$ cat config.mk
export PLATFORM = sky130hd
export DESIGN_NAME = keypad_events
export DESIGN_NICKNAME = d
export VERILOG_FILES = /design/src/rtl/keypad_events_pkg.sv /design/src/rtl/keypad_events_btn_debounce.sv /design/src/rtl/keypad_events.sv
export SDC_FILE = /design/constraint.sdc
export NUM_CORES = 1
export LEC_CHECK = 0
export ABC_CLOCK_PERIOD_IN_PS = 4100
export CAP_MARGIN = 20
export CORE_UTILIZATION = 50
export DETAILED_ROUTE_END_ITERATION = 16
export PLACE_DENSITY = 0.69
export SETUP_SLACK_MARGIN = 0.1
export SLEW_MARGIN = 20
export SYNTH_ARGS = -nofsm -noshare
export SYNTH_HDL_FRONTEND = slang
export SYNTH_SLANG_ARGS = --single-unit
$ cat constraint.sdc
create_clock -name clock -period 4.1 [get_ports clock]
set_input_delay 0.41 -clock clock [delete_from_list [all_inputs] [get_ports clock]]
set_output_delay 0.41 -clock clock [all_outputs]
set_load 0.02 [all_outputs]
$ cat src/rtl/keypad_events_pkg.sv
`default_nettype none
// keypad_events_pkg: key indices, op codes and scan FSM encodings shared with control/ALU.
// Rev 1.0
package keypad_events_pkg;

   // Key index = row*4 + col
   localparam logic [3:0] KEY_ADD  = 4'd3;
   localparam logic [3:0] KEY_SUB  = 4'd7;
   localparam logic [3:0] KEY_MUL  = 4'd11;
   localparam logic [3:0] KEY_CLR  = 4'd12;
   localparam logic [3:0] KEY_EQ   = 4'd14;
   localparam logic [3:0] KEY_BKSP = 4'd15;

   localparam logic [1:0] OP_ADD = 2'b00;
   localparam logic [1:0] OP_SUB = 2'b01;
   localparam logic [1:0] OP_MUL = 2'b10;

   typedef enum logic [1:0] {
      ST_SCAN     = 2'd0,
      ST_DEBOUNCE = 2'd1,
      ST_EMIT     = 2'd2,
      ST_RELEASE  = 2'd3
   } scan_state_e;

   function automatic logic [1:0] onehot_idx(input logic [3:0] oh);
      logic [1:0] idx;
      idx = 2'd0;
      case (oh)
         4'b0010: idx = 2'd1;
         4'b0100: idx = 2'd2;
         4'b1000: idx = 2'd3;
         default: idx = 2'd0;
      endcase
      return idx;
   endfunction

   function automatic logic key_is_digit(input logic [3:0] key);
      return (key[1:0] != 2'd3) && (key != KEY_CLR) && (key != KEY_EQ);
   endfunction

   function automatic logic [3:0] key_digit(input logic [3:0] key);
      logic [3:0] d;
      d = 4'd0;
      case (key)
         4'd0:  d = 4'd1;
         4'd1:  d = 4'd2;
         4'd2:  d = 4'd3;
         4'd4:  d = 4'd4;
         4'd5:  d = 4'd5;
         4'd6:  d = 4'd6;
         4'd8:  d = 4'd7;
         4'd9:  d = 4'd8;
         4'd10: d = 4'd9;
         default: d = 4'd0;
      endcase
      return d;
   endfunction

endpackage
`default_nettype wire

$ cat src/rtl/keypad_events_btn_debounce.sv
`default_nettype none
// btn_debounce: 2-FF synchroniser, stable-count debouncer and rising-edge pulse.
// Rev 1.0
module btn_debounce #(
   parameter int DEBOUNCE_CYCLES = 50000,
   parameter int CNT_W           = 16
) (
   input  logic clock,
   input  logic reset,
   input  logic btn_i,
   output logic pulse_o
);

   localparam logic [CNT_W-1:0] c_deb_last = CNT_W'(DEBOUNCE_CYCLES - 1);
   localparam logic [CNT_W-1:0] c_one      = CNT_W'(1);

   logic             s1_q, s2_q, level_q, pulse_q;
   logic [CNT_W-1:0] cnt_q;

   always_ff @(posedge clock or posedge reset) begin
      if (reset) begin
         s1_q    <= 1'b0;
         s2_q    <= 1'b0;
         level_q <= 1'b0;
         pulse_q <= 1'b0;
         cnt_q   <= '0;
      end else begin
         s1_q    <= btn_i;
         s2_q    <= s1_q;
         pulse_q <= 1'b0;
         // Count only while the synchronised input disagrees with the accepted level
         if (s2_q == level_q) begin
            cnt_q <= '0;
         end else if (cnt_q == c_deb_last) begin
            level_q <= s2_q;
            pulse_q <= s2_q;
            cnt_q   <= '0;
         end else begin
            cnt_q <= cnt_q + c_one;
         end
      end
   end

   assign pulse_o = pulse_q;

endmodule
`default_nettype wire

$ cat src/rtl/keypad_events.sv
`default_nettype none
// keypad_events: 4x4 matrix scan/debounce plus memory-button debouncers, registered event pulses.
// Rev 1.0
module keypad_events
   import keypad_events_pkg::*;
#(
   parameter int SCAN_DIV        = 1000,
   parameter int DEBOUNCE_CYCLES = 50000,
   parameter int CNT_W           = 16
) (
   input  logic       clock,
   input  logic       reset,
   input  logic [3:0] row_in,
   output logic [3:0] col_out,
   input  logic       ms_btn,
   input  logic       mr_btn,
   input  logic       mc_btn,
   output logic       dig_in,
   output logic [3:0] digit,
   output logic       op_in,
   output logic [1:0] op_code,
   output logic       sub_in,
   output logic       ex_in,
   output logic       bksp_in,
   output logic       reset_in,
   output logic       MS_in,
   output logic       MR_in,
   output logic       MC_in,
   output logic [1:0] LED
);

   localparam logic [CNT_W-1:0] c_scan_last = CNT_W'(SCAN_DIV - 1);
   localparam logic [CNT_W-1:0] c_deb_last  = CNT_W'(DEBOUNCE_CYCLES - 1);
   localparam logic [CNT_W-1:0] c_one       = CNT_W'(1);

   logic [3:0]       row_s1_q, row_s2_q;
   scan_state_e      state_q;
   logic [CNT_W-1:0] cnt_q;
   logic [3:0]       col_q, row_lat_q, key_q, digit_q;
   logic [1:0]       op_code_q;
   logic             dig_q, op_q, sub_q, ex_q, bksp_q, clr_q;
   logic [3:0]       row_first;

   // Lowest-index high row as a one-hot vector
   assign row_first = row_s2_q & (~row_s2_q + 4'd1);

   always_ff @(posedge clock or posedge reset) begin
      if (reset) begin
         row_s1_q <= '0;
         row_s2_q <= '0;
      end else begin
         row_s1_q <= row_in;
         row_s2_q <= row_s1_q;
      end
   end

   always_ff @(posedge clock or posedge reset) begin
      if (reset) begin
         state_q   <= ST_SCAN;
         cnt_q     <= '0;
         col_q     <= 4'b0001;
         row_lat_q <= '0;
         key_q     <= '0;
         digit_q   <= '0;
         op_code_q <= OP_ADD;
         dig_q     <= 1'b0;
         op_q      <= 1'b0;
         sub_q     <= 1'b0;
         ex_q      <= 1'b0;
         bksp_q    <= 1'b0;
         clr_q     <= 1'b0;
      end else begin
         dig_q  <= 1'b0;
         op_q   <= 1'b0;
         sub_q  <= 1'b0;
         ex_q   <= 1'b0;
         bksp_q <= 1'b0;
         clr_q  <= 1'b0;
         case (state_q)
            ST_SCAN: begin
               if (cnt_q == c_scan_last) begin
                  cnt_q <= '0;
                  if (|row_s2_q) begin
                     key_q     <= {onehot_idx(row_first), onehot_idx(col_q)};
                     row_lat_q <= row_first;
                     state_q   <= ST_DEBOUNCE;
                  end else begin
                     col_q <= {col_q[2:0], col_q[3]};
                  end
               end else begin
                  cnt_q <= cnt_q + c_one;
               end
            end
            ST_DEBOUNCE: begin
               if (row_s2_q != row_lat_q) begin
                  state_q <= ST_SCAN;
                  cnt_q   <= '0;
               end else if (cnt_q == c_deb_last) begin
                  state_q <= ST_EMIT;
                  cnt_q   <= '0;
               end else begin
                  cnt_q <= cnt_q + c_one;
               end
            end
            ST_EMIT: begin
               if (key_is_digit(key_q)) begin
                  dig_q   <= 1'b1;
                  digit_q <= key_digit(key_q);
               end else begin
                  case (key_q)
                     KEY_ADD:  begin op_q <= 1'b1; op_code_q <= OP_ADD; end
                     KEY_SUB:  begin op_q <= 1'b1; sub_q <= 1'b1; op_code_q <= OP_SUB; end
                     KEY_MUL:  begin op_q <= 1'b1; op_code_q <= OP_MUL; end
                     KEY_EQ:   ex_q   <= 1'b1;
                     KEY_CLR:  clr_q  <= 1'b1;
                     KEY_BKSP: bksp_q <= 1'b1;
                     default:  ;
                  endcase
               end
               state_q <= ST_RELEASE;
               cnt_q   <= '0;
            end
            ST_RELEASE: begin
               if (|row_s2_q) begin
                  cnt_q <= '0;
               end else if (cnt_q == c_deb_last) begin
                  state_q <= ST_SCAN;
                  cnt_q   <= '0;
               end else begin
                  cnt_q <= cnt_q + c_one;
               end
            end
            default: begin
               state_q <= ST_SCAN;
               cnt_q   <= '0;
            end
         endcase
      end
   end

   btn_debounce #(.DEBOUNCE_CYCLES(DEBOUNCE_CYCLES), .CNT_W(CNT_W)) u_ms (
      .clock(clock), .reset(reset), .btn_i(ms_btn), .pulse_o(MS_in));
   btn_debounce #(.DEBOUNCE_CYCLES(DEBOUNCE_CYCLES), .CNT_W(CNT_W)) u_mr (
      .clock(clock), .reset(reset), .btn_i(mr_btn), .pulse_o(MR_in));
   btn_debounce #(.DEBOUNCE_CYCLES(DEBOUNCE_CYCLES), .CNT_W(CNT_W)) u_mc (
      .clock(clock), .reset(reset), .btn_i(mc_btn), .pulse_o(MC_in));

   assign col_out  = col_q;
   assign dig_in   = dig_q;
   assign digit    = digit_q;
   assign op_in    = op_q;
   assign op_code  = op_code_q;
   assign sub_in   = sub_q;
   assign ex_in    = ex_q;
   assign bksp_in  = bksp_q;
   assign reset_in = clr_q;
   assign LED      = state_q;

endmodule
`default_nettype wire

After elaboration in Yosys (flattened, before gate mapping)
Memory sizes are Yosys's and may differ from the RTL's. A register that Yosys moved wholly into a read port is not among the register bits.
Index checks and enable logic that the tools add are counted.
- input bits: 9
- ROM bits: 64
- memories kept: 1
- output and inout bits: 21
- logic and storage cells: 132
- flip-flop bits (word level): 106
- memories (memory ; depth ; width ; rd ports ; clocked after Yosys merged registers in ; wr ports ; line ; source):
    (name not given) ; 16 ; 4 ; 1 ; 1 ; 0 ; keypad_events_pkg.sv:44 ; case (key)
- bitwise operators: 7
- reduce and logical (&&, ||, !) cells: 14
- equality and inequality tests: 32
- $add $sub $neg: 5
- muxes and demuxes: 44
- operators by type and width (cell ; number):
    two-way mux 16 bit ; 10
    adder 16 x 1 -> 16 bit, second input constant ; 4
    == test 16 bit, second input constant ; 4
    case mux 16 bit (4 select lines) ; 1
    == test 4 bit, second input constant ; 6
    two-way mux 1 bit ; 23
    case mux 2 bit (3 select lines) ; 3
    == test 16 x 10 -> 1 bit, second input constant ; 1
    == test 4 x 2 -> 1 bit, second input constant ; 3
    == test 4 x 3 -> 1 bit, second input constant ; 3
    two-way mux 2 bit ; 6
    != test 2 bit, second input constant ; 5
    AND reduction 3 bit ; 3
    != test 4 bit, second input constant ; 2
    case mux 2 bit (4 select lines) ; 1
    AND reduction 2 bit ; 4
    inverter 1 bit ; 5
    AND reduction 5 bit ; 1
    adder 4 x 1 -> 4 bit, second input constant ; 1
    AND 4 bit ; 1
    == test 2 bit, second input constant ; 2
    != test 4 bit ; 1
    inverter 4 bit ; 1
    OR reduction 4 bit ; 1
    other kinds (7) ; 10

Logic depth before layout (Yosys ltp)
Gate-level depths: netlist (run 1).
- word-level depth: 5
- depth in mapped cells: 7
- mapped depth without buffers: 5

Cells and area by module
From an unflattened synthesis (run 1), not the netlist that was laid out.
- cells, all modules: 507
- area total of the unflattened synthesis: 5377.7 µm²
- modules (own cells, without submodules) (module ; area an instance (µm²) ; cells each ; sequential area each (µm²) ; instances):
    btn_debounce ; 972.2 ; 92 ; 500.5 ; 3
    keypad_events ; 2461.1 ; 231 ; 1252.5 ; 1

Least setup slack after synthesis (run 1)
Ideal clock, no wire load.
- kind: reg2reg
- from: register cnt_q[4]
- to: register cnt_q[10]
- slack: 1974 ps
- stages on the path, launching flop included: 7
- data required time: 3978 ps
- library setup time: 122 ps
- clock period less this slack: 2126 ps
- path buffers: 2
- data arrival time: 2004 ps
- cell sequence: dfrtp_1 -> or4_4 -> or4_1 -> buf_2 -> a2bb2oi_4 -> buf_6 -> a21oi_1
- cells in the longest elaborated chain, start to end: 4
- elaborated cells between the ends (all ways): 8
- classes of those cells: add/sub (1); eq/ne (2); mux (5)
- RTL lines (element ; line ; source):
    start, declared ; keypad_events.sv:38 ; logic [CNT_W-1:0] cnt_q;
    start signal, assigned ; keypad_events.sv:91 ; cnt_q <= cnt_q + c_one;
    start signal, assigned ; keypad_events.sv:102 ; cnt_q <= cnt_q + c_one;
    start signal, assigned ; keypad_events.sv:130 ; cnt_q <= cnt_q + c_one;
    adder 16 x 1 -> 16 bit / == test 16 bit (equally long branches) ; - ;
    two-way mux 16 bit ; keypad_events.sv:98, keypad_events.sv:126 ;
    two-way mux 16 bit, on equally long branches ; keypad_events.sv:124, keypad_events.sv:95 ;
    case mux 16 bit (4 select lines) (*) ; keypad_events.sv:79 ; case (state_q)
Every way passes the cells marked *; elsewhere a longest branch is shown, timed or not.
A chain may end at the register's enable or synchronous reset.

Worst setup path after layout (run 1)
- from: register cnt_q[10]
- to: register cnt_q[1]
- cells in the longest elaborated chain, start to end: 4
- elaborated cells between the ends (all ways): 7
- classes of those cells: eq/ne (2); mux (5)
- RTL lines (element ; line):
    == test 16 bit ; keypad_events.sv:98, keypad_events.sv:126
    two-way mux 16 bit ; keypad_events.sv:98, keypad_events.sv:126
    two-way mux 16 bit, on equally long branches ; keypad_events.sv:124, keypad_events.sv:95
    case mux 16 bit (4 select lines) (*) ; keypad_events.sv:79
Marks and branches as above.

==> results by group, run 1 <==
Global routing
  – Total track usage: 18.93%
  – Vias in the first global route: 3,280
  – First-pass GRT wire length: 15,410 um
  – Gr ovfl total: 0
  – Initial antenna violation count: 0
  – Largest net degree at the start of global routing: 71

Drt
  – ANT nets after route: 0
  – DRC Markers: 0
  – Routed length per instance: 13.91 um
  – Final WL: 8933 um
  – Vias post-DR: 3,516
  – DR pass1 iterations: 5
  – Vias per cell: 5.477
  – DRC marker count from the first detailed-route iteration: 96

Run
  – Max-cap violations: 0

Die
  – Core area: 9819 um^2
  – Die H: 102.8 um
  – I/O Pins: 30
  – Row cnt: 36
  – Die area: 10,570 um^2
  – Die boundary width: 102.8 um
  – Starting Density: 51.77%

Critical path
  – Critical Path Source: cnt_q[10]
  – Arr. time, crit path: 2.61 ns
  – CP endpoint kind: register
  – R2R depth: 4
  – R2r setup slk: 1.71 ns
  – CP Max Fanout: 16
  – Launching point of the worst reg2reg path: cnt_q[10]
  – Required @ worst endpoint: 4.32 ns
  – WS Path Type: reg -> reg
  – Critical Path Source Type: register

Timing
  – Fmax: 418.2 MHz
  – Worst-Margin Slew: 0.8307 ns
  – RSZ-0062 raised after global routing: false
  – Final worst slack: 1.709 ns
  – Setup tns final: 0 ns
  – Clock skew: 0.01175 ns
  – Final hold viol count: 0
  – Final worst path period share: 58.32%
  – Final min period: 2.391 ns
  – Slew HR: 44.62%
  – Final setup viols: 0
  – Fin. max-slew vios: 0

Yosys
  – FFs w/ async S/R, synth: 100.0%
  – Mean Syn Cell Area: 10.75 um^2
  – Seq cells post-synth: 110
  – Leading area contributor after synthesis: dfrtp_1
  – Synth Cell Area: 5084 um^2
  – Post-Synthesis Cells: 473
  – Area share of the leading cell type in the synthesized netlist: 53.65%
  – Synth Net Count: 490
  – Post-synth EDFFs: 0
  – Synth cell types: 52
  – Register area share after synthesis: 54.17%
  – Dominant cells by area after synthesis: dfrtp_1, xnor2_1, nor2_1
  – Warnings, synthesis: 0
  – Synth Flop Type: dfrtp_1

Power and ir drop
  – Sequential power share: 61.9%
  – Power density cells: 315.3 nW/um^2
  – Switch share: 22.01%
  – Max VDD drop: 0.1885 mV
  – Clock Power Share: 34.9%
  – NetSw: 0.3950 mW
  – LEAKAGE: 2.343 nW
  – Int Pwr: 1.400 mW
  – Logic pwr share: 3.1%

Placed design
  – DP HPWL: 6224 um
  – Dpl cells: 626
  – Pre-CTS setup slack: 1.703 ns
  – Port Buffer Count: 29
  – RePlAce Congestion: 0.8335

Hold path
  – Hold path startpoint: u_mc.s1_q
  – Min-delay worst type: reg -> reg
  – Worst hold path depth: 0

CTS
  – Total clock sinks: 110
  – Clk slew on worst S/H paths: 0.10 ns
  – Total CTS buffers: 9
  – Cts hold-fix bufs: 0
  – Root Buffer: clkbuf_8
  – CTS tree: built
  – Post_cts resized: 0
  – Max Buffers Root-to-Sink: 2
  – Later-pin clock latency in the skew report: 0.36 ns
  – H-tree depth: 3
  – Setup repair bufs after CTS: 0

Final layout
  – Layout cells sized above 1: 8.644%
  – Non-Filler Instances: 642
  – Antenna Cells: 0
  – Nets@finish: 521
  – Layout Area Growth over Synthesis: 11.96%

Status
  – Status: completed
-- per-stage QoR --
step	cell area, um^2	hold WS, ns	power (mW)	utilization (%)
2_1_floorplan	5084	0.3312	1.168	-
3_3_place_gp	5503	0.3334	1.189	56.04
3_5_place_dp	5503	0.3413	1.192	56.04
4_1_cts	5692	0.3620	1.831	57.96
5_1_grt	5692	0.3687	1.874	57.96
6_report	5692	0.3549	1.795	57.96
-- flip-flops by register name (all words and copies together) (netlist names), 2 cells and up, named ones only --
name and flops:
cnt_q 16, u_mc.cnt_q 16, u_mr.cnt_q 16, u_ms.cnt_q 16, col_out 4, digit 4, key_q 4, row_lat_q 4
row_s1_q 4, row_s2_q 4, op_code 2
-- power by group through the flow --
stage	Clock [mW]	Sequential, mW	Combinational [mW]
3_5_place_dp	0	1.13	0.0590
4_1_cts	0.660	1.11	0.0592
5_1_grt	0.693	1.11	0.0666
2_1_floorplan	0	1.13	0.0384
3_3_place_gp	0	1.13	0.0574
6_report	0.627	1.11	0.0565
-- layout make-up --
| class | instances | area [um^2] |
|---|---|---|
| Timing Repair Buffer | 31 | 305.3 |
| Tap cell | 133 | 166.4 |
| Sequential cell | 110 | 2754 |
| Inverter | 16 | 62.56 |
| Fill cell | 861 | 4128 |
| Clock inverter | 6 | 61.31 |
| Clock buffer | 10 | 127.6 |
| Multi-Input combinational cell | 336 | 2215 |
-- per-layer routing --
layer / global-route usage [%] / up-vias / share of wire [%]
li1: - / 1735 / -
met1: 25.90 / 1735 / 48
met2: 30.21 / 38 / 48
met3: 4.475 / 8 / 2.7
met4: 5.742 / 0 / 1.2
met5: 0 / - / 0
-- cell families after synthesis --
logic type,Yosys count,share of synthesized area [%]
buffers and inverters,27,2.264
AO/OA/AOI/OAI,54,6.474
adder cells (fa/ha/maj),8,1.969
multiplexers,14,3.077
flip-flops,110,54.17
AND/OR/NAND/NOR,204,22.40
XOR/XNOR,56,9.648
-- path summary, 6_finish.rpt --
kind,to
max,cnt_q[1]
min,u_mc.s2_q
max reg2reg,cnt_q[1]
min reg2reg,u_mc.s2_q
max in group asynchronous,col_out[0]
min in group asynchronous,u_ms.cnt_q[9]
-- cell usage after synthesis, types with 2 or more instances --
cell type,n
or4_1,4
or2_2,3
ha_1,8
o21ai_0,16
clkbuf_1,7
nand3b_1,4
or3_1,11
nor4_1,11
nor3b_1,4
nor4_4,2
xor2_1,17
nand4_1,14
dfrtp_1,109
nor2_1,55
a31oi_1,3
nand2_1,24
nand4b_1,2
nor4b_1,3
nor3_1,12
and2_1,3
nand3_1,27
a21oi_1,22
nor4bb_1,6
inv_1,16
xnor2_1,39
o22a_1,2
nor2b_1,2
a22oi_1,3
mux2_2,13
and3_1,9
-- cells in the final DEF, fill, tap and decap left out, types with 12 or more instances in the layout --
master,n
xnor2_1,39
o21ai_0,16
clkdlybuf4s50_1,29
inv_1,15
a21oi_1,22
nand3_1,27
nand2_1,24
dfrtp_1,109
xor2_1,17
mux2_2,13
nand4_1,14
nor2_1,55
nor3_1,12
-- critical path: stages (launching register included) --
cell and delay (ns):
dfrtp_1 0.45, or4_4 0.55, or4_1 0.67, a2bb2oi_4 0.42
a21boi_0 0.16
(Power assumes the default switching activity.)
==> inputs of run 2 (changes only) <==
--- a/config.mk
+++ b/config.mk
@@ -5,7 +5,7 @@
 export SDC_FILE = /design/constraint.sdc
 export NUM_CORES = 1
 export LEC_CHECK = 0
-export ABC_CLOCK_PERIOD_IN_PS = 4100
+export ABC_CLOCK_PERIOD_IN_PS = 2300
 export CAP_MARGIN = 20
 export CORE_UTILIZATION = 50
 export DETAILED_ROUTE_END_ITERATION = 16
==> constraint.sdc (replaced) <==
create_clock -name clock -period 2.3 [get_ports clock]
set_input_delay 0.23 -clock clock [delete_from_list [all_inputs] [get_ports clock]]
set_output_delay 0.23 -clock clock [all_outputs]
set_load 0.02 [all_outputs]
==> run 2 against run 1 <==
Final cell count is 1.4% higher. Non-clock buffer count is 9 higher. Die area stayed put. Critical path depth is 1 higher. Largest power group unchanged.
==> results by group, run 2 (synthesis results as in run 1) <==
Critical path
  – CP endpoint kind: register (unchanged)
  – CP Max Fanout: 8 (was 16)
  – Launching point of the worst reg2reg path: cnt_q[11] (was cnt_q[10])
  – R2R depth: 5 (was 4)
  – WS Path Type: reg -> reg (unchanged)
  – R2r setup slk: 0.22 ns (was 1.71 ns)
  – Required @ worst endpoint: 2.56 ns (was 4.32 ns)
  – RR Endpoint: cnt_q[1] (unchanged)
  – Arr. time, crit path: 2.34 ns (was 2.61 ns)
  – Critical Path Source Type: register (unchanged)

CTS
  – CTS tree: built (unchanged)
  – Max Buffers Root-to-Sink: 2 (unchanged)
  – Root Buffer: clkbuf_8 (unchanged)
  – Total CTS buffers: 9 (unchanged)
  – Clk slew on worst S/H paths: 0.10 ns (about the same)
  – Total clock sinks: 110 (unchanged)
  – H-tree depth: 3 (unchanged)
  – Later-pin clock latency in the skew report: 0.39 ns (was 0.36 ns)

Global routing
  – Gr ovfl total: 0 (unchanged)
  – Initial antenna violation count: 0 (unchanged)
  – Vias in the first global route: 3,389 (was 3,280)
  – Largest net degree at the start of global routing: 111 (was 71)
  – Total track usage: 18.92% (was 18.93%)
  – First-pass GRT wire length: 15,280 um (was 15,410 um)

Hold path
  – Hold path startpoint: mc_btn (was u_mc.s1_q)
  – WHS Endpoint: u_mc.s1_q (was u_mc.s2_q)
  – Min-delay worst type: in -> reg (was reg -> reg)
  – Worst hold path depth: 1 (was 0)

Drt
  – Routed length per instance: 13.50 um (was 13.91 um)
  – DRT met1 WL: 4202 um (was 4261 um)
  – Vias per cell: 5.382 (was 5.477)
  – Met3 wire len: 273 um (was 242 um)
  – DR WL met2: 4173 um (was 4323 um)
  – Final WL: 8787 um (was 8933 um)
  – DR pass1 iterations: 4 (was 5)
  – DRC Markers: 0 (unchanged)
  – DRC marker count from the first detailed-route iteration: 111 (was 96)
  – Uppermost layer routed: met4 (unchanged)
  – ANT nets after route: 0 (unchanged)
  – Vias post-DR: 3,504 (was 3,516)

Power and ir drop
  – Overall power: 3.381 mW (was 1.795 mW)
  – LEAKAGE: 2.415 nW (was 2.343 nW)
  – Power density cells: 579.5 nW/um^2 (was 315.3 nW/um^2)
  – Max VDD drop: 0.4736 mV (was 0.1885 mV)

Timing
  – Final worst path period share: 90.54% (was 58.32%)
  – Slew HR: 46.62% (was 44.62%)
  – Worst-Margin Slew: 0.7934 ns (was 0.8307 ns)
  – Final setup viols: 0 (unchanged)
  – Final hold viol count: 0 (unchanged)
  – Fin. max-slew vios: 0 (unchanged)
  – Clock skew: 0.01398 ns (was 0.01175 ns)
  – RSZ-0062 raised after global routing: false (unchanged)
  – Final min period: 2.083 ns (was 2.391 ns)
  – Fmax: 480.2 MHz (was 418.2 MHz)
  – Hold WS: 0.2768 ns (was 0.3549 ns)
  – Setup tns final: 0 ns (unchanged)

Placed design
  – Port Buffer Count: 29 (unchanged)
  – DP HPWL: 6048 um (was 6224 um)
  – RePlAce Congestion: 0.8266 (was 0.8335)

Final layout
  – Layout Area Growth over Synthesis: 14.77% (was 11.96%)
  – Layout cells sized above 1: 10.81% (was 8.644%)
  – Most common cell after layout, fill and taps aside: dfrtp_1 (unchanged)
  – Most frequent cells in the layout: dfrtp_1, nor2_1, xnor2_1 (unchanged)
  – Antenna Cells: 0 (unchanged)
  – Nets@finish: 530 (was 521)

Die
  – Die boundary width: 102.8 um (unchanged)
  – Starting Density: 51.77% (unchanged)
  – Row cnt: 36 (unchanged)
  – Die H: 102.8 um (unchanged)
  – I/O Pins: 30 (unchanged)
  – Die area: 10,570 um^2 (unchanged)
  – Core area: 9819 um^2 (unchanged)

Run
  – Max-cap violations: 0 (unchanged)

Status
  – Status: completed (unchanged)
==> run 2: changes by cell type in the layout (fill, tap and decap cells not counted), sizes merged <==
cell and delta:
bufinv +1, clkinv -1, clkbuf -1, clkinvlp +1
buf +9
==> run 2: area by class of cell <==
type	instances	area [um^2]
clock inverter	7	105.1
sequential	110	2754
tap	133	166.4
timing repair buffer	40	385.4
multi-input combinational	336	2236
fill	867	3985
clock buffer	9	123.9
inverter	16	63.81
==> run 2: repair_timing <==
action,CTS,global route
endpoints found under the setup margin,11,28
pin swaps,0,3
buffers inserted,0,2
hold buffers,0,0
gates resized for setup,1,3
==> run 2: worst max-delay path by stage <==
| stage | cells past startpoint | endpoint | slack [ns] | startpoint |
|---|---|---|---|---|
| floorplan | 6 | cnt_q[10] | 0.17 | cnt_q[4] |
| global placement | 4 | cnt_q[12] | 0.1 | cnt_q[11] |
| detailed placement | 4 | cnt_q[15] | 0.05 | cnt_q[11] |
| CTS | 4 | col_out[3] | 0.11 | cnt_q[14] |
| global route | 5 | cnt_q[12] | 0.1 | row_s2_q[1] |
| finish | 5 | cnt_q[1] | 0.22 | cnt_q[11] |
==> run 2: report_power, final <==
part	leakage [nW]	internal, mW	total [mW]	switching, mW
clock network	0.112	0.628	1.30	0.670
logic	0.824	0.0364	0.102	0.0657
registers	1.48	1.96	1.98	0.0230
==> run 2: through the flow <==
stage	instances	utilization, %	setup WS (ns)	instance area [um^2]
global placement	633	56.72	0.09959	5569
floorplan	473	-	0.1739	5087
finish	651	59.42	0.2175	5834
detailed placement	633	56.72	0.05324	5569
global route	651	59.42	0.09942	5834
CTS	649	59.14	0.1102	5807
==> run 2: critical path, stage by stage, from the launching register on <==
cell and delay (ns):
dfrtp_1 0.43, or4_4 0.52, or4_4 0.61, a2bb2oi_4 0.15
buf_4 0.16, a21boi_0 0.09
==> run 2: layer usage <==
| layer | up-vias | GRT usage (%) |
|---|---|---|
| met3 | 16 | 5.966 |
| met2 | 32 | 30.56 |
| met1 | 1704 | 24.10 |
| li1 | 1752 | - |
| met4 | 0 | 6.717 |
| met5 | - | 0 |
==> inputs of run 3 (changes only) <==
--- a/config.mk
+++ b/config.mk
@@ -5,11 +5,11 @@
 export SDC_FILE = /design/constraint.sdc
 export NUM_CORES = 1
 export LEC_CHECK = 0
-export ABC_CLOCK_PERIOD_IN_PS = 2300
+export ABC_CLOCK_PERIOD_IN_PS = 1900
 export CAP_MARGIN = 20
-export CORE_UTILIZATION = 50
+export CORE_UTILIZATION = 53
 export DETAILED_ROUTE_END_ITERATION = 16
-export PLACE_DENSITY = 0.69
+export PLACE_DENSITY = 0.75
 export SETUP_SLACK_MARGIN = 0.1
 export SLEW_MARGIN = 20
 export SYNTH_ARGS = -nofsm -noshare
==> constraint.sdc (replaced) <==
create_clock -name clock -period 1.9 [get_ports clock]
set_input_delay 0.19 -clock clock [delete_from_list [all_inputs] [get_ports clock]]
set_output_delay 0.19 -clock clock [all_outputs]
set_load 0.02 [all_outputs]
==> run 3 against run 2 <==
The flow now finishes with violations (setup timing). Power grew 16%. Critical endpoint is now key_q[1]. Global-route usage grew 2.6 points. Fmax grew 2.5%. Core utilization grew 8.6 points. Via count grew 7.4%. Setup slack lost 0.35 ns. Sequential power grew 21%. Sequential share of layout area shrank 3.6 points. Final cell count grew 5.5%. Hold slack lost 0.17 ns. Largest power group unchanged.
==> results by group, run 3 (synthesis results as in run 1) <==
Power and ir drop
  – Power density cells: 621.4 nW/um^2 (was 579.5 nW/um^2)
  – LEAKAGE: 2.667 nW (was 2.415 nW)
  – Max VDD drop: 0.7297 mV (was 0.4736 mV)
  – Overall power: 3.924 mW (was 3.381 mW)

CTS
  – Later-pin clock latency in the skew report: 0.38 ns (was 0.39 ns)
  – Max Buffers Root-to-Sink: 2 (unchanged)
  – CTS tree: built (unchanged)
  – Clk slew on worst S/H paths: 0.10 ns (about the same)
  – Total CTS buffers: 9 (unchanged)
  – Root Buffer: clkbuf_8 (unchanged)
  – Total clock sinks: 110 (unchanged)
  – Cts hold-fix bufs: 0 (unchanged)
  – H-tree depth: 3 (unchanged)

Final layout
  – Final instance area: 6315 um^2 (was 5834 um^2)
  – Most common cell after layout, fill and taps aside: dfrtp_1 (unchanged)
  – Nets@finish: 570 (was 530)
  – Layout Area Growth over Synthesis: 24.22% (was 14.77%)
  – Filler instances: 707 (was 867)
  – Final core utilization: 68.02% (was 59.42%)
  – Most frequent cells in the layout: dfrtp_1, nor2_1, buf_4 (was dfrtp_1, nor2_1, xnor2_1)
  – Antenna Cells: 0 (unchanged)
  – Layout cells sized above 1: 22.04% (was 10.81%)

Drt
  – DR pass1 iterations: 4 (unchanged)
  – Final WL: 9976 um (was 8787 um)
  – DRC marker count from the first detailed-route iteration: 183 (was 111)
  – DRC Markers: 0 (unchanged)
  – Vias post-DR: 3,765 (was 3,504)
  – Vias per cell: 5.480 (was 5.382)
  – ANT nets after route: 0 (unchanged)
  – Routed length per instance: 14.52 um (was 13.50 um)

Timing
  – Slew HR: 69.91% (was 46.62%)
  – Final setup viols: 25 (was 0)
  – Worst-Margin Slew: 0.4497 ns (was 0.7934 ns)
  – Fmax: 492.2 MHz (was 480.2 MHz)
  – Final worst path period share: 106.9% (was 90.54%)
  – Clock skew: 0.01007 ns (was 0.01398 ns)
  – Fin. max-slew vios: 0 (unchanged)
  – Final min period: 2.032 ns (was 2.083 ns)
  – RSZ-0062 raised after global routing: true (was false)
  – Setup tns final: -2.335 ns (was 0 ns)
  – Final worst slack: -0.1318 ns (was 0.2175 ns)
  – Final hold viol count: 0 (unchanged)

Placed design
  – DP HPWL: 6799 um (was 6048 um)
  – Port Buffer Count: 29 (unchanged)
  – RePlAce Congestion: 0.8641 (was 0.8266)
  – Pre-CTS setup slack: -0.1025 ns (was 0.05324 ns)
  – Cell area after placement: 5862 um^2 (was 5569 um^2)

Critical path
  – CP endpoint kind: register (unchanged)
  – WS Path Type: reg -> reg (unchanged)
  – Required @ worst endpoint: 2.16 ns (was 2.56 ns)
  – Critical Path Source: cnt_q[14] (was cnt_q[11])
  – R2R depth: 4 (was 5)
  – Critical Path Source Type: register (unchanged)
  – R2r setup slk: -0.13 ns (was 0.22 ns)
  – Arr. time, crit path: 2.29 ns (was 2.34 ns)
  – CP cell instances: or4b_4, nor4_4, nand3b_1, mux2_4 (was or4_4, or4_4, a2bb2oi_4, buf_4, a21boi_0)
  – CP Max Fanout: 4 (was 8)
  – Crit-path max cell delay: 0.58 ns (was 0.61 ns)
  – Setup crit end: key_q[1] (was cnt_q[1])
  – CP max-delay cell: or4b_4 (was or4_4)
  – RR Endpoint: key_q[1] (was cnt_q[1])
  – Launching point of the worst reg2reg path: cnt_q[14] (was cnt_q[11])

Die
  – Starting Density: 54.76% (was 51.77%)
  – Core area: 9284 um^2 (was 9819 um^2)
  – Die area: 9987 um^2 (was 10,570 um^2)
  – Die boundary width: 99.94 um (was 102.8 um)
  – Row cnt: 35 (was 36)
  – I/O Pins: 30 (unchanged)
  – Die H: 99.94 um (was 102.8 um)

Status
  – Failing checks: setup timing
  – Status: finished, violations left (was completed)

Run
  – Max-cap violations: 0 (unchanged)

Global routing
  – Gr ovfl total: 0 (unchanged)
  – First-pass GRT wire length: 16,790 um (was 15,280 um)
  – Total track usage: 21.50% (was 18.92%)
  – Vias in the first global route: 3,696 (was 3,389)
  – Initial antenna violation count: 0 (unchanged)
  – Largest net degree at the start of global routing: 65 (was 111)

Hold path
  – Min-delay worst type: in -> async (was in -> reg)
## run 3: what timing repair did
item | CTS | global route
gates cloned | 0 | 3
buffers inserted | 0 | 9
gates resized for setup | 9 | 28
setup endpoints to repair | 30 | 36
pin swaps | 4 | 15
## run 3: layer usage
metal / wire length, um / global-route usage, %
met4: 179 / 7.919
met1: 4528 / 28.22
met5: 0 / 0
met2: 4862 / 34.59
met3: 406 / 5.571
## run 3: per-stage QoR
step / hold WS [ns] / std cells
after floorplan: 0.2214 / 473
after global placement: 0.3326 / 660
after detailed placement: 0.3396 / 660
after CTS: 0.09679 / 676
after global routing: 0.1004 / 687
final: 0.1075 / 687
## run 3: worst min-delay path by stage
| stage | startpoint | to | slack (ns) | depth (start not counted) |
|---|---|---|---|---|
| 6_report | reset | u_ms.pulse_o | 0.11 | 2 |
| 5_1_grt | reset | u_ms.cnt_q[4] | 0.10 | 2 |
| 4_1_cts | reset | u_ms.cnt_q[4] | 0.1 | 2 |
| 3_5_place_dp | u_mc.s1_q | u_mc.s2_q | 0.34 | 0 |
| 3_3_place_gp | u_mc.s1_q | u_mc.s2_q | 0.33 | 0 |
| 2_1_floorplan | row_in[0] | row_s1_q[0] | 0.22 | 0 |
## run 3: final cells by class
cell class | instances | area, um^2 | share of cell area, %
sequential | 110 | 2756 | 43.65
multi-input combinational | 336 | 2349 | 37.19
timing repair buffer | 80 | 794.5 | 12.58
tap | 129 | 161.4 | 2.556
clock buffer | 11 | 131.4 | 2.080
inverter | 16 | 63.81 | 1.011
clock inverter | 5 | 58.81 | 0.9312
## run 3: power breakdown
group / total [mW] / switching [mW] / leakage (nW) / internal, mW
clock network: 1.38 / 0.764 / 0.0899 / 0.613
logic: 0.147 / 0.0876 / 1.10 / 0.0597
registers: 2.40 / 0.0292 / 1.48 / 2.37
total: 3.92 / 0.881 / 2.67 / 3.04
## run 3: critical path, delay by kind of cell (launching register included)
kind             cells  cell delay, ns
muxes                1            0.36
DFF                  1            0.39
and+or+nand+nor      3            1.19
